File: src/rtl/led_pkg.sv
// Shared types and defaults for the HUB75 level-bar scan driver.
package led_pkg;

  localparam int DEF_COLS      = 32;
  localparam int DEF_ROW_PAIRS = 16;
  localparam int DEF_ON_CYCLES = 256;

  typedef enum logic [1:0] {SHIFT, BLANK, LATCH, SHOW} state_t;

  // Bit order {r, g, b}
  typedef logic [2:0] rgb_t;
  localparam rgb_t OFF    = 3'b000;
  localparam rgb_t GREEN  = 3'b010;
  localparam rgb_t YELLOW = 3'b110;
  localparam rgb_t RED    = 3'b100;

  localparam logic [4:0] THR_YELLOW = 5'd16;
  localparam logic [4:0] THR_RED    = 5'd24;

endpackage

File: src/rtl/bar_pixel.sv
// Colour of one bar pixel from the captured level and the physical row y (0 = top).
module bar_pixel
  import led_pkg::*;
(
  input  logic [5:0] level,
  input  logic [4:0] y,
  output rgb_t       rgb
);

  logic [5:0] h;
  logic [4:0] l;

  always_comb begin
    h = (level > 6'd32) ? 6'd32 : level;
    l = 5'd31 - y;
    if ({1'b0, l} >= h)     rgb = OFF;
    else if (l < THR_YELLOW) rgb = GREEN;
    else if (l < THR_RED)    rgb = YELLOW;
    else                     rgb = RED;
  end

endmodule

File: src/rtl/hub75_bar_driver.sv
// HUB75 1/16-scan driver: renders the captured screen level as a full-width vertical bar.
module hub75_bar_driver
  import led_pkg::*;
#(
  parameter int COLS      = DEF_COLS,
  parameter int ROW_PAIRS = DEF_ROW_PAIRS,
  parameter int ON_CYCLES = DEF_ON_CYCLES
) (
  input  logic       clk,
  input  logic       reset,
  input  logic [5:0] screen,
  output logic       r1,
  output logic       g1,
  output logic       b1,
  output logic       r2,
  output logic       g2,
  output logic       b2,
  output logic       A,
  output logic       B,
  output logic       C,
  output logic       D,
  output logic       LAT,
  output logic       OEN,
  output logic       OCLK
);

  localparam int CNT_MAX = (2*COLS > ON_CYCLES) ? 2*COLS : ON_CYCLES;
  localparam int CW      = $clog2(CNT_MAX + 1);
  localparam int RW      = $clog2(ROW_PAIRS);

  state_t        state, state_d;
  logic [CW-1:0] cnt, cnt_d;
  logic [RW-1:0] r, r_d;
  logic [5:0]    level, level_d, lvl_eff;
  logic [3:0]    abcd_q, abcd_d;
  rgb_t          up_q, lo_q, up_d, lo_d, up_pix, lo_pix;
  logic          lat_q, oen_q, oclk_q, lat_d, oen_d, oclk_d;
  logic          capture;
  logic [4:0]    y_up, y_lo;

  assign y_up = 5'(r);
  assign y_lo = 5'(r) + 5'(ROW_PAIRS);

  // First shift cycle of row 0 uses the incoming screen directly so column 0 sees the new frame level.
  assign capture = (state == SHIFT) && (cnt == '0) && (r == '0);
  assign lvl_eff = capture ? screen : level;

  bar_pixel u_pix_up (.level(lvl_eff), .y(y_up), .rgb(up_pix));
  bar_pixel u_pix_lo (.level(lvl_eff), .y(y_lo), .rgb(lo_pix));

  always_comb begin
    state_d = state;
    cnt_d   = cnt + CW'(1);
    r_d     = r;
    level_d = lvl_eff;
    abcd_d  = abcd_q;
    up_d    = OFF;
    lo_d    = OFF;
    lat_d   = 1'b0;
    oen_d   = 1'b1;
    oclk_d  = 1'b0;
    case (state)
      SHIFT: begin
        up_d   = up_pix;
        lo_d   = lo_pix;
        oclk_d = cnt[0];
        if (cnt == CW'(2*COLS - 1)) begin
          state_d = BLANK;
          cnt_d   = '0;
        end
      end
      BLANK: begin
        state_d = LATCH;
        cnt_d   = '0;
      end
      LATCH: begin
        lat_d   = 1'b1;
        abcd_d  = 4'(r);
        state_d = SHOW;
        cnt_d   = '0;
      end
      SHOW: begin
        oen_d = 1'b0;
        if (cnt == CW'(ON_CYCLES - 1)) begin
          state_d = SHIFT;
          cnt_d   = '0;
          r_d     = (r == RW'(ROW_PAIRS - 1)) ? '0 : r + RW'(1);
        end
      end
      default: begin
        state_d = SHIFT;
        cnt_d   = '0;
      end
    endcase
  end

  always_ff @(posedge clk) begin
    if (reset) begin
      state  <= SHIFT;
      cnt    <= '0;
      r      <= '0;
      level  <= '0;
      abcd_q <= '0;
      up_q   <= OFF;
      lo_q   <= OFF;
      lat_q  <= 1'b0;
      oen_q  <= 1'b1;
      oclk_q <= 1'b0;
    end else begin
      state  <= state_d;
      cnt    <= cnt_d;
      r      <= r_d;
      level  <= level_d;
      abcd_q <= abcd_d;
      up_q   <= up_d;
      lo_q   <= lo_d;
      lat_q  <= lat_d;
      oen_q  <= oen_d;
      oclk_q <= oclk_d;
    end
  end

  assign {r1, g1, b1} = up_q;
  assign {r2, g2, b2} = lo_q;
  assign {D, C, B, A} = abcd_q;
  assign LAT  = lat_q;
  assign OEN  = oen_q;
  assign OCLK = oclk_q;

endmodule

File: config.mk
export PLATFORM = sky130hd
export DESIGN_NAME = hub75_bar_driver
export DESIGN_NICKNAME = d
export VERILOG_FILES = /design/src/rtl/led_pkg.sv /design/src/rtl/bar_pixel.sv /design/src/rtl/hub75_bar_driver.sv
export SDC_FILE = /design/constraint.sdc
export NUM_CORES = 1
export LEC_CHECK = 0
export CAP_MARGIN = 20
export CORE_MARGIN = 4
export CORE_UTILIZATION = 63
export CTS_BUF_LIST = sky130_fd_sc_hd__clkbuf_2
export CTS_CLUSTER_SIZE = 25
export DETAILED_ROUTE_END_ITERATION = 7
export GPL_TIMING_DRIVEN = 0
export HOLD_SLACK_MARGIN = 0.02
export MAX_ROUTING_LAYER = met4
export PLACE_DENSITY = 0.9
export SYNTH_ARGS = -nofsm -noshare
export SYNTH_HDL_FRONTEND = slang
export SYNTH_HIERARCHICAL = 1
export SYNTH_SLANG_ARGS = --single-unit
File: constraint.sdc
create_clock -name clk -period 6.4 [get_ports clk]
set_input_delay 1.6 -clock clk [delete_from_list [all_inputs] [get_ports clk]]
set_output_delay 1.6 -clock clk [all_outputs]
set_load 0.05 [all_outputs]
Word-level counts from Yosys, hierarchy flattened
Index checks and enable logic that the tools add are counted.
{"block": "op_classes", "add_sub_neg": 5, "n_lt_le_gt_ge": 7, "eq_ne": 8, "n_mux": 15, "n_bitwise": 1, "reduce_logical": 13}
{"cell": "$pmux 9 s3", "count": 1}
{"cell": "$lt 5x5->1 const B", "count": 4}
{"cell": "$mux 9", "count": 2}
{"cell": "$ge 5x6->1", "count": 2}
{"cell": "$mux 2", "count": 6}
{"cell": "$mux 6", "count": 2}
{"cell": "$add 9x1->9 const B", "count": 1}
{"cell": "$eq 9x6->1 const B", "count": 1}
{"cell": "$eq 9x8->1 const B", "count": 1}
{"cell": "$logic_not 9->1", "count": 1}
{"cell": "$pmux 2 s4", "count": 1}
{"cell": "$reduce_or 4->1", "count": 2}
{"cell": "$gt 6x6->1 const B", "count": 1}
{"cell": "$reduce_or 3->1", "count": 2}
{"cell": "$add 4x5->5 const B", "count": 1}
{"cell": "$sub 5x4->5 const A", "count": 1}
{"cell": "$sub 5x5->5 const A", "count": 1}
{"cell": "$add 4x1->4 const B", "count": 1}
{"cell": "$eq 2x2->1 const B", "count": 2}
{"cell": "$eq 4x4->1 const B", "count": 1}
{"cell": "$logic_not 4->1", "count": 1}
{"cell": "$mux 4", "count": 1}
{"cell": "$reduce_and 2->1", "count": 2}
{"cell": "$reduce_or 2->1", "count": 2}
{"cell": "other kinds (7)", "count": 9}
{"block": "word_totals", "register_bits": 34, "in_bits": 8, "output_inout_bits": 13, "word_cells": 61}

Logic depth before layout (Yosys ltp)
Gate-level depths: netlist (run 1).
{"block": "depth", "word_depth": 8, "depth_mapped": 11, "mapped_depth_nobuf": 11}

By module
Netlist (run 1), hierarchy kept.
{"mod": "hub75_bar_driver", "n_inst": 1, "cells_per_inst": 172, "area_each_um2": 1604.0, "seq_area_each_um2": 680.7}
{"mod": "bar_pixel", "n_inst": 2, "cells_per_inst": 25, "area_each_um2": 186.4, "seq_area_each_um2": 0.0}

Worst setup path before layout (run 1)
No wires, ideal clock.
{"block": "synth_timing", "kind": "input to register", "from": "in screen[5]", "to": "reg up_q[1]", "setup_time_ns": 0.059, "arrival_time_ns": 2.891, "required_time_ns": 6.341, "setup_slack_ns": 3.450, "path_stages": 7, "n_path_buf": 0, "path_cell_list": "mux2_2 nand2b_1 ha_1 a211oi_1 nor3_1 a211oi_1 and2_1"}
{"block": "synth_via", "elab_chain_len": 5}
{"item": "start: declaration", "line_no": "hub75_bar_driver.sv:11", "source": "input logic [5:0] screen,"}
{"item": "$mux 6 (*)", "line_no": "hub75_bar_driver.sv:46", "source": "assign lvl_eff = capture ? screen : level;"}
{"item": "$gt 6x6->1", "line_no": "bar_pixel.sv:14", "source": "h = (level > 6'd32) ? 6'd32 : level;"}
{"item": "$mux 6 (*)", "line_no": "bar_pixel.sv:14"}
{"item": "$ge 5x6->1 (*)", "line_no": "bar_pixel.sv:16", "source": "if ({1'b0, l} >= h) rgb = OFF;"}
{"item": "$reduce_or 3->1 (no line) (*)"}
{"item": "end signal: assignment", "line_no": "hub75_bar_driver.sv:115", "source": "up_q <= up_d;"}
{"item": "end: declaration", "line_no": "hub75_bar_driver.sv:36", "source": "rgb_t up_q, lo_q, up_d, lo_d, up_pix, lo_pix;"}
Every way passes the cells marked *; elsewhere a longest branch is shown, timed or not.
A chain may end at the register's enable or synchronous reset.

Worst setup path in the final report (run 1)
{"block": "layout_timing", "from": "in screen[5]", "to": "reg lo_q[1]"}
{"block": "layout_via", "elab_chain_len": 5}
{"item": "$mux 6 (*)", "line_no": "hub75_bar_driver.sv:46"}
{"item": "via level_d[5]", "line_no": "hub75_bar_driver.sv:34", "source": "logic [5:0] level, level_d, lvl_eff;"}
{"item": "$gt 6x6->1", "line_no": "bar_pixel.sv:14"}
{"item": "$mux 6 (*)", "line_no": "bar_pixel.sv:14"}
{"item": "$ge 5x6->1 (*)", "line_no": "bar_pixel.sv:16"}
{"item": "$reduce_or 3->1 (no line) (*)"}
{"item": "end signal: assignment", "line_no": "hub75_bar_driver.sv:116", "source": "lo_q <= lo_d;"}
{"item": "end: declaration", "line_no": "hub75_bar_driver.sv:36"}
The timed path passes the listed nets; every way through them passes the cells marked *.

==> results of run 1 <==
metal layers:
| metal | global-route usage | wire (um) |
|---|---|---|
| met5 | - | 0 |
| met4 | 0.0889 | 69 |
| met3 | 0.0527 | 126 |
| met2 | 0.337 | 1710 |
| met1 | 0.246 | 1730 |
final cells by class:
class / count / area, um^2 / share of cell area
clock inverters: 3 / 45.0 / 0.0195
plain buffers: 8 / 38.8 / 0.0168
flip-flops and latches: 34 / 681 / 0.295
multi-input cells: 164 / 1200 / 0.519
inverters: 20 / 75.1 / 0.0325
well taps: 44 / 55.1 / 0.0239
clock buffers: 5 / 25.0 / 0.0108
repair buffers: 19 / 190 / 0.0824
cell families (layout without fill, tap and decap cells):
family / count (synthesis) / after routing
buffers and inverters: 28 / 55
DFF: 34 / 34
adders and majority gates: 20 / 20
AOI/OAI and AO/OA: 29 / 29
xor gates and xnor gates: 4 / 4
other: 4 / 8
and+or+nand+nor: 87 / 87
muxes: 16 / 16
placed cells by master, fill, tap and decap left out, drive strengths merged, types with 8 or more instances in the layout:
master	instances
ha	20
clkbuf	10
dfxtp	34
nand2b	10
nor2	11
conb	8
nand2	19
nand3	8
clkdlybuf4s50	19
inv	19
mux2i	10
a211oi	9
final timing paths:
path                            startpoint        to  slack (ps)  cells past startpoint
worst min-delay path              level[4]  level[4]         470                      2
worst min register to register    level[4]  level[4]         470                      2
worst max register to register    state[0]   lo_q[1]        3290                     11
worst max-delay path             screen[5]   lo_q[1]        3210                      8
registers in the layout (all words and copies together) (netlist names):
name,cells
cnt,9
level,6
abcd_q,4
r,4
lo_q,3
up_q,3
state,2
LAT,1
OCLK,1
OEN,1
metrics by stage:
| stage | total power, uW | hold slack [ps] | util |
|---|---|---|---|
| detailed placement | 677 | 451 | 0.739 |
| global route | 886 | 507 | 0.762 |
| floorplan | 588 | 431 | - |
| CTS | 822 | 475 | 0.762 |
| finish | 818 | 470 | 0.762 |
| global placement | 666 | 438 | 0.739 |
critical path, delay by kind of cell:
kind,cells,cell delay [ps]
adder cells (fa/ha/maj),1,290
buffers and inverters,1,440
AND/OR/NAND/NOR,3,440
multiplexers,1,370
AO/OA/AOI/OAI,2,400
power breakdown:
part	total (uW)	switching (uW)	internal [uW]
registers	275	24.5	251
clock network	143	77.3	65.6
logic	400	214	186
==> qor.txt, run 1 <==
Post-synth ARST share - 0
Area growth, synth to finish - 16.7%
Setup TNS - 0 ps
Final Skew - 23.1 ps
Placer Congestion - 0.819
Largest net degree at the start of global routing - 15
Non-Filler Instances - 297
Clock buffer count from CTS - 5
Peak supply drop - 207 uV
Vias - 1585
Initial antenna violation count - 0
Post-synthesis sequential area ratio - 0.344
Full die area - 4100 um^2
Syn Area/Cell - 8.90 um^2
CORE AREA - 3030 um^2
Synth Warn # - 6
First-pass DRT Iterations - 4
Vias per std cell - 5.34
Ant diodes - 0
Post-synth EDFFs - 0
Row cnt - 20
Commonest cells post-synth - 34 x dfxtp_1, 20 x ha_1, 19 x inv_1, 19 x nand2_1, 11 x nor2_1
Synth unique cells - 43
Worst setup margin - 3210 ps
Data arrival, critical path - 3540 ps
Top cells by area, synth - dfxtp_1 34%, ha_1 13%, mux2i_1 5.1%
Max clock buf depth - 2
Width of the die - 64.0 um
Ys flop type - dfxtp_1
Main combinational cell family by area after synthesis - simple AND/OR/NAND/NOR gates
Startpoint Class - primary input
PortBufs - 19
Worst path slowest cell - clkdlybuf4s50_1
Vias in the first global route - 1585
Crit Path Max Fanout - 14
Crit-path max cell delay - 440 ps
Post-Synth Simple-Gate Area - 0.258
Grt total ovfl - 0
Final wirelength - 3.64 mm
Initial Util - 0.653
Outcome - completed
Share of cells above drive strength 1 - 0.0870
CTS H-tree lvls - 2
Lkg Pwr - 0.000903 uW
Area share of the largest cell type after synthesis - 0.344
Max-cap violations - 0
# fillers - 228
Min Tclk post-route - 3190 ps
Post-synthesis mux area share - 0.0848
Worst setup path category - primary input to register
Compound-Gate Fraction of Synth Area - 0.103
Yosys reg bits - 34
Adder-Cell Fraction of Synth Area - 0.127
# IOs - 21
Placed cell count - 289
Crit-path cells - clkdlybuf4s50_1 -> mux2_2 -> nand2b_1 -> ha_1 -> a211oi_1 -> nor3_1 -> a211oi_1 -> and2_1
Most frequent cell on the critical path - a211oi_1
Max transition margin - 0.601
Slew Viols, Final - 0
Cell count after synthesis - 222
Total track usage - 0.209
Post-synth top area cell - dfxtp_1
Hold Vio Cnt, Final - 0
Most common cell in the netlist - dfxtp_1
Post-cts hold buffer count - 0
Clk slew on worst S/H paths - 190 ps
Final nets - 280
Iter 0 DRT Violations - 102
HPWL after DPL - 2.76 mm
Final setup violation count - 0
Post-DR wirelength/cell - 12.2 um
First-pass GRT wire length - 6.57 mm
Cell Area, Placed - 2240 um^2
Count of clock tree sinks - 34
Die Span Y - 64.0 um
Postcts setup bufs - 0
Max Fclk - 0.314 GHz
Measured slew at the worst slew-check pin - 594 ps
Syn Std Cell Area - 1980 um^2
Post-CTS resize count - 0
Cell area after layout - 2310 um^2
Routed Antenna Nets - 0
Crit. End Element - register
DRC violations left - 0
Worst Path Required - 6760 ps
Post-Synth XOR/XNOR Area - 0.0177
Clk root buf - clkbuf_2
Setup slack at placement - 2840 ps
TritonCTS clock tree - yes
Worst skew pair latency - 390 ps
Worst hold path type - register to register
Final period util - 0.498
Power per cell area - 355 nW/um^2
RSZ-0062 raised after global routing - false
No activity file was read; power rests on OpenSTA's default activity.
==> run 2, diff against run 1 <==
--- a/config.mk
+++ b/config.mk
@@ -7,14 +7,14 @@
 export LEC_CHECK = 0
 export CAP_MARGIN = 20
 export CORE_MARGIN = 4
-export CORE_UTILIZATION = 63
+export CORE_UTILIZATION = 58
 export CTS_BUF_LIST = sky130_fd_sc_hd__clkbuf_2
 export CTS_CLUSTER_SIZE = 25
 export DETAILED_ROUTE_END_ITERATION = 7
 export GPL_TIMING_DRIVEN = 0
 export HOLD_SLACK_MARGIN = 0.02
 export MAX_ROUTING_LAYER = met4
-export PLACE_DENSITY = 0.9
+export PLACE_DENSITY = 0.83
 export SYNTH_ARGS = -nofsm -noshare
 export SYNTH_HDL_FRONTEND = slang
 export SYNTH_HIERARCHICAL = 1
==> constraint.sdc (replaced) <==
create_clock -name clk -period 3.2 [get_ports clk]
set_input_delay 0.8 -clock clk [delete_from_list [all_inputs] [get_ports clk]]
set_output_delay 0.8 -clock clk [all_outputs]
set_load 0.05 [all_outputs]
==> qor.txt, run 2 (synthesis gave the netlist of run 1 again) <==
Row cnt - 20
Critical path buffer and inverter count - 2
Commonest non-fill, non-tap cell in the layout - dfxtp_1
Post-Route Utilization - 0.735
Data arrival, critical path - 3260 ps
Max Fclk - 0.342 GHz
Final Skew - 21.8 ps
Final nets - 282
Slew Viols, Final - 0
Max transition margin - 0.586
Hold Vio Cnt, Final - 0
Clk slew on worst S/H paths - 190 ps
DRC violations left - 0
Commonest cells after routing, fill and taps aside - 34 x dfxtp_1, 20 x ha_1, 19 x inv_1, 19 x nand2_1, 19 x clkdlybuf4s50_1
Peak supply drop - 365 uV
Lkg Pwr - 0.000920 uW
Width of the die - 66.4 um
Vias - 1544
Grt total ovfl - 0
Post-DR wirelength/cell - 12.6 um
Vias per std cell - 5.16
First-pass DRT Iterations - 4
Startpoint Class - register
Initial Util - 0.627
Worst setup path category - register to register
Pwr Total - 1670 uW
Worst skew pair latency - 390 ps
CTS H-tree lvls - 2
Clk root buf - clkbuf_2
Max-cap violations - 0
Clock buffer count from CTS - 5
First-pass GRT wire length - 6.49 mm
HPWL after DPL - 2.64 mm
Die Span Y - 66.4 um
Largest net degree at the start of global routing - 15
Min Tclk post-route - 2920 ps
Crit-path max cell delay - 390 ps
Largest register by flop count - cnt
Total track usage - 0.196
Crit. End Element - register
Worst Path Required - 3540 ps
Outcome - completed
Count of clock tree sinks - 34
Crit-path cells - inv_1 -> ha_1 -> nor4bb_1 -> nand4_1 -> buf_4 -> mux2_2 -> nor2b_1 -> ha_1 -> nand2b_4 -> a21o_1 -> a211oi_1 -> and2_1
Ant diodes - 0
Share of cells above drive strength 1 - 0.0941
Most frequent cell on the critical path - ha_1
Initial antenna violation count - 0
Crit Path Max Fanout - 6
Worst setup margin - 276 ps
RSZ-0062 raised after global routing - false
Power per cell area - 720 nW/um^2
Max clock buf depth - 2
TritonCTS clock tree - yes
Full die area - 4410 um^2
Worst hold path type - register to register
Largest register FFs - 9
Vias in the first global route - 1481
Worst path slowest cell - dfxtp_1
Iter 0 DRT Violations - 81
Setup slack at placement - 171 ps
# IOs - 21
Final setup violation count - 0
Area growth, synth to finish - 17.2%
CORE AREA - 3150 um^2
Measured slew at the worst slew-check pin - 617 ps
Placer Congestion - 0.877
Final wirelength - 3.75 mm
PortBufs - 19
Post-CTS resize count - 0
Setup TNS - 0 ps
Final period util - 0.914
Crit-path leading delay family - simple AND/OR/NAND/NOR gates
Routed Antenna Nets - 0
Largest registers - cnt: 9 flops, level: 6 flops
[run 2: tightest hold or removal path, cell delays in order, from the launching register on]
cell     delay (ps)
dfxtp_1         350
nand2_1          50
mux2i_1          50
[run 2: where the power goes]
group          switching [uW]  internal (uW)
combinational             441            397
clock                     153            130
sequential               47.5            502
[run 2: timing repair]
action,in CTS,in global routing
setup buffers,0,2
setup endpoints to repair,0,3
hold buffers,0,0
[run 2: metal layers]
| layer | track usage | part of all wire | vias to the layer above |
|---|---|---|---|
| li1 | - | - | 820 |
| met1 | 0.241 | 0.49 | 690 |
| met2 | 0.306 | 0.46 | 28 |
| met3 | 0.0493 | 0.035 | 6 |
| met4 | 0.0761 | 0.012 | 0 |
| met5 | - | 0 | - |
[run 2: area by class of cell]
type	count	area, um^2
multi-input cells	164	1200
fillers	266	836
flip-flops and latches	34	681
repair buffers	21	205
inverters	20	75.1
well taps	44	55.1
clock inverters	3	40.0
plain buffers	8	38.8
clock buffers	5	25.0
[run 2: worst paths after layout]
check | slack, ps | startpoint | cells past startpoint | to
worst min-delay path | 480 | level[0] | 2 | level[0]
worst max-delay path | 280 | state[1] | 12 | lo_q[1]
worst min register to register | 480 | level[0] | 2 | level[0]
worst max register to register | 280 | state[1] | 12 | lo_q[1]
[run 2: through the flow]
| stage | area, um^2 | instances | hold WS (ps) |
|---|---|---|---|
| 4_1_cts | 2300 | 297 | 473 |
| 6_report | 2320 | 299 | 476 |
| 3_5_place_dp | 2240 | 289 | 445 |
| 3_3_place_gp | 2240 | 289 | 439 |
| 5_1_grt | 2320 | 299 | 496 |
| 2_1_floorplan | 1990 | 226 | 431 |
